<file path="src/rtl/fft_reorder.sv">
// Ping-pong reorder buffer: accepts a bit-reversed FFT frame and replays it in
// natural bin order. One bank fills while the other drains.
module fft_reorder #(
  parameter int N  = 32,
  parameter int DW = 17,
  localparam int AW = $clog2(N)
) (
  input  logic                 clk,
  input  logic                 rst_n,
  input  logic                 valid_i,
  input  logic signed [DW-1:0] data_in_r,
  input  logic signed [DW-1:0] data_in_i,
  output logic                 valid_o,
  output logic signed [DW-1:0] data_out_r,
  output logic signed [DW-1:0] data_out_i,
  output logic [AW-1:0]        index_o,
  output logic                 last_o,
  output logic                 busy_o
);

  // state  | meaning
  // S_IDLE | no bank being drained; starts reading address 0 as soon as full[rb]
  // S_READ | streaming bank rb, one entry per cycle
  typedef enum logic {S_IDLE = 1'b0, S_READ = 1'b1} state_t;

  state_t          r_state, w_state_nxt;
  logic [AW-1:0]   r_wcnt;
  logic [AW-1:0]   r_rcnt, w_rcnt_nxt;
  logic            r_wb;
  logic            r_rb, w_rb_nxt;
  logic [1:0]      r_full, w_full_nxt;
  logic [2*DW-1:0] r_mem [0:2*N-1];
  logic [2*DW-1:0] w_rd_data;
  logic            w_wr_last;
  logic            w_rd_en;

  function automatic logic [AW-1:0] bitrev(input logic [AW-1:0] a);
    logic [AW-1:0] b;
    for (int j = 0; j < AW; j++) b[j] = a[AW-1-j];
    return b;
  endfunction

  // Bank storage carries no reset; a discarded frame is simply overwritten.
  always_ff @(posedge clk) begin
    if (valid_i) r_mem[{r_wb, bitrev(r_wcnt)}] <= {data_in_r, data_in_i};
  end

  assign w_wr_last = valid_i && (r_wcnt == AW'(N-1));

  always_ff @(posedge clk or negedge rst_n) begin
    if (!rst_n) begin
      r_wcnt <= '0;
      r_wb   <= 1'b0;
    end else if (valid_i) begin
      r_wcnt <= r_wcnt + AW'(1);
      if (w_wr_last) r_wb <= ~r_wb;
    end
  end

  // Reading starts in the same cycle IDLE sees a full bank, giving c+2 latency.
  always_comb begin
    w_state_nxt = r_state;
    w_rcnt_nxt  = r_rcnt;
    w_rb_nxt    = r_rb;
    w_full_nxt  = r_full;
    w_rd_en     = 1'b0;
    case (r_state)
      S_IDLE:  w_rd_en = r_full[r_rb];
      S_READ:  w_rd_en = 1'b1;
      default: w_rd_en = 1'b0;
    endcase
    if (w_rd_en) begin
      w_rcnt_nxt  = r_rcnt + AW'(1);
      w_state_nxt = S_READ;
      if (r_rcnt == AW'(N-1)) begin
        w_full_nxt[r_rb] = 1'b0;
        w_rb_nxt         = ~r_rb;
        w_state_nxt      = r_full[~r_rb] ? S_READ : S_IDLE;
      end
    end
    if (w_wr_last) w_full_nxt[r_wb] = 1'b1;
  end

  always_ff @(posedge clk or negedge rst_n) begin
    if (!rst_n) begin
      r_state <= S_IDLE;
      r_rcnt  <= '0;
      r_rb    <= 1'b0;
      r_full  <= 2'b00;
    end else begin
      r_state <= w_state_nxt;
      r_rcnt  <= w_rcnt_nxt;
      r_rb    <= w_rb_nxt;
      r_full  <= w_full_nxt;
    end
  end

  assign w_rd_data = r_mem[{r_rb, r_rcnt}];

  always_ff @(posedge clk or negedge rst_n) begin
    if (!rst_n) begin
      valid_o    <= 1'b0;
      data_out_r <= '0;
      data_out_i <= '0;
      index_o    <= '0;
      last_o     <= 1'b0;
    end else if (w_rd_en) begin
      valid_o    <= 1'b1;
      data_out_r <= w_rd_data[2*DW-1:DW];
      data_out_i <= w_rd_data[DW-1:0];
      index_o    <= r_rcnt;
      last_o     <= (r_rcnt == AW'(N-1));
    end else begin
      valid_o    <= 1'b0;
      data_out_r <= '0;
      data_out_i <= '0;
      index_o    <= '0;
      last_o     <= 1'b0;
    end
  end

  assign busy_o = (r_wcnt != '0) || (|r_full) || (r_state == S_READ);

endmodule
</file>
<file path="config.mk">
export PLATFORM = sky130hd
export DESIGN_NAME = fft_reorder
export DESIGN_NICKNAME = d
export VERILOG_FILES = /design/src/rtl/fft_reorder.sv
export SDC_FILE = /design/constraint.sdc
export NUM_CORES = 2
export LEC_CHECK = 0
export ABC_CLOCK_PERIOD_IN_PS = 5450
export CAP_MARGIN = 20
export CORE_ASPECT_RATIO = 1.1
export CORE_MARGIN = 2
export CORE_UTILIZATION = 55
export DETAILED_ROUTE_END_ITERATION = 6
export PLACE_DENSITY = 0.71
export SLEW_MARGIN = 20
export SYNTH_ARGS = -nofsm -noshare
export SYNTH_HDL_FRONTEND = slang
export SYNTH_SLANG_ARGS = --single-unit
</file>
<file path="constraint.sdc">
create_clock -name clk -period 5.45 [get_ports clk]
set_clock_uncertainty 0.15 [all_clocks]
set_input_delay 0.8175 -clock clk [delete_from_list [all_inputs] [get_ports clk]]
set_output_delay 0.8175 -clock clk [all_outputs]
set_load 0.02 [all_outputs]
</file>
==> impl_metrics.py <==
metrics = {
    "route": {
        "drc": 0,
        "wl_met1_um": 78900,
        "vias_per_cell": 6.45,
        "drt.antenna.violating_nets": 0,
        "wl_met3_um": 16200,
        "wire_per_inst_um": 32.0,
        "routed_wirelength_um": 201000,
        "first_pass_iters": 5,
        "wl_met2_um": 97200,
        "drtIter0Drc": 4890,
        "highest_layer": "met5",
        "num_vias": 40400,
    },
    "worst_setup_path": {
        "critPathRequiredTime_ns": 5.94,
        "r2r_cells": 7,
        "arrival_ns": 4.65,
        "crit_start": "r_rcnt[1]",
        "worstSetupPathType": "reg -> reg",
        "path_max_fanout": 53,
        "r2r-end": "data_out_r[2]",
        "critical_path.endpoint_type": "flip-flop",
        "worstReg2RegStart": "r_rcnt[1]",
        "setup.worst_path.start_class": "flip-flop",
        "regToRegSetupSlack_ns": 1.29,
        "crit_end": "data_out_r[2]",
    },
    "placed_design": {
        "dpl.hpwl_um": 119000,
        "dp_cells": 5877,
        "portBuffers": 78,
        "dpl_cell_area_um2": 88900,
        "routabilityCongestion": 0.876,
    },
    "sta": {
        "slew_violations": 0,
        "layout_worst_path_cycle_share_pct": 76.3,
        "hold_viol": 0,
        "tightest_slew_ns": 1.13,
        "fin_tns_setup_ns": 0,
        "setup_violations": 0,
        "period_needed_ns": 4.16,
        "whs_ns": 0.331,
        "max_freq_mhz": 240,
        "rsz0062_at_grt": "no",
        "slew_headroom_pct": 24.7,
    },
    "min_path": {
        "hp-class": "in -> reg",
        "hp-start": "data_in_i[15]",
    },
    "floorplanning": {
        "die-area_um2": 158000,
        "core_area_um2": 154000,
        "num_rows": 151,
        "initial_core_util_pct": 55.3,
        "die_x_um": 379,
        "die_h_um": 416,
        "io_pins": 79,
    },
    "grt": {
        "grt_max_degree": 116,
        "antenna_found_initial": 6,
        "grt.total_usage_pct": 25.8,
        "grt_pass1_vias": 40400,
        "grt-ovfl-total": 0,
        "grt_pass1_wl_um": 289000,
    },
    "power_and_ir_drop": {
        "power.density_nw_per_um2": 449,
        "ir_drop_uv": 399,
        "p_leak_nw": 29.6,
    },
    "synthesis": {
        "synth.distinct_cells": 41,
        "synth_cells": 3789,
        "syn_nets": 3831,
        "ys_seq_area_share_pct": 78.6,
        "syn_area_um2": 84900,
        "yosys_register_bits": 2232,
        "yosysWarningCount": 0,
        "synth.avg_cell_area_um2": 22.4,
    },
    "cts": {
        "clock_sinks": 2232,
        "clk_path_buf_depth": 3,
        "htree_levels": 4,
        "ctsResizeCount": 0,
        "cts_root_buf": "clkbuf_16",
        "clkLatencyLatePin_ns": 0.85,
        "clkTransAtPathRegs_ns": 0.06,
        "cts_inserted_buffers": 205,
        "cts_tree": "yes",
    },
    "layout": {
        "synthToLayoutAreaGrowth_pct": 12.5,
        "seqCellArea_um2": 66800,
        "fill_cells": 10100,
        "drive_gt1_share_pct": 24.7,
        "nets": 4064,
        "final_cells": 6263,
        "multi_input_area_um2": 17500,
        "final_util_pct": 62.2,
        "fin_area_um2": 95600,
    },
    "outcome": {
        "status": "finished clean",
    },
    "job": {
        "max_cap_viol_count": 0,
    },
}
## where the power goes
group | internal (W) | switching, W | leakage (nW)
Combinational | 0.00378 | 0.00501 | 6.04
Clock | 0.00792 | 0.00617 | 3.23
Sequential | 0.0196 | 0.000475 | 20.3
Total | 0.0313 | 0.0117 | 29.6
## per-layer routing
layer	GRT usage, %	up-vias
met2	40.2	2023
met1	36.6	21500
li1	-	16600
met5	0	-
met3	4.67	315
met4	10.3	6
## registers in the layout, summed over array words and instances, names as in the netlist
signal      cells
r_wb            1
last_o          1
r_mem        2176
index_o         5
r_rb            1
r_state         1
r_rcnt          5
data_out_i     17
r_wcnt          5
valid_o         1
r_full          2
data_out_r     17
## cell usage in the layout, fill, tap and decap left out, types with 15 or more instances in the layout
cell	instances
clkinv_2	41
o22ai_1	105
nor2_1	21
a211oi_1	66
buf_2	32
clkbuf_1	51
buf_4	147
edfxtp_1	2176
mux4_2	454
nand2_1	41
nor2_4	61
dfrtp_1	51
clkinv_1	35
o211ai_1	26
a22o_1	26
buf_12	21
mux2i_1	315
o21ai_0	44
bufinv_16	16
a221oi_1	37
clkbuf_16	208
clkdlybuf4s50_1	43
a22oi_1	22
a211o_1	15
## synth_stat cells, drive strengths merged
cell	instances	area share, %
a2111oi	16	0.16
a211o	15	0.15
a211oi	68	0.60
a21oi	14	0.083
a221oi	37	0.38
a22o	26	0.27
a22oi	22	0.19
a32o	1	0.012
and2	9	0.066
and3	4	0.029
buf	148	1.1
clkbuf	70	0.31
dfrtp	56	1.6
edfxtp	2176	77
ha	5	0.074
inv	4	0.018
mux2	2	0.027
mux2i	315	3.7
mux4	454	12
nand2	43	0.19
nand2b	8	0.059
nand3	8	0.047
nand3b	1	0.0088
nor2	83	0.37
nor2b	11	0.081
nor3	2	0.012
nor4	1	0.0074
o211ai	26	0.23
o21ai	45	0.27
o21bai	1	0.0088
o22ai	105	0.77
o32ai	1	0.010
or2	2	0.015
or3	3	0.022
xnor2	5	0.052
xor2	2	0.021
## critical path: stages, from the launching register on
cell       delay, ns
dfrtp_4         1.00
buf_12          0.41
buf_4           0.45
mux4_2          0.43
mux2i_1         0.16
nor2_1          0.05
a2111oi_0       0.87
o22ai_1         0.33
## worst min path at each step
| stage | to | slack, ns | depth (start not counted) |
|---|---|---|---|
| detailed placement | r_wcnt[2] | 0.39 | 1 |
| floorplan | r_wcnt[2] | 0.34 | 1 |
| finish | r_mem[38][15] | 0.33 | 1 |
| global placement | r_wcnt[2] | 0.39 | 1 |
| CTS | r_mem[38][15] | 0.29 | 1 |
| global route | r_mem[38][15] | 0.32 | 1 |
## timing repair
item	CTS	global route
hold endpoints to repair	16	0
hold buffers	1	0
setup buffers	0	0
## stage by stage
| stage | setup slack (ns) | power, W |
|---|---|---|
| 6_report | 1.29 | 0.0429 |
| 2_1_floorplan | 0.948 | 0.0262 |
| 3_3_place_gp | 1.35 | 0.0291 |
| 3_5_place_dp | 1.26 | 0.0292 |
| 5_1_grt | 1.27 | 0.0442 |
| 4_1_cts | 1.33 | 0.0432 |
## cells by family after synthesis
| kind of cell | share of synthesized area (%) |
|---|---|
| adders and majority gates | 0.0737 |
| DFF | 78.6 |
| muxes | 15.8 |
| buffers and inverters | 1.44 |
| AOI/OAI and AO/OA | 3.15 |
| and+or+nand+nor | 0.905 |
| xor gates and xnor gates | 0.0722 |
## area by class of cell
type	instances	area share, %
clock buffers	269	5.79
flip-flops and latches	2232	69.8
clock inverters	112	1.10
well taps	2065	2.70
diodes	2	0.00524
multi-input cells	1335	18.3
inverters	4	0.0157
repair buffers	244	2.22
No activity file was read; power rests on OpenSTA's default activity.
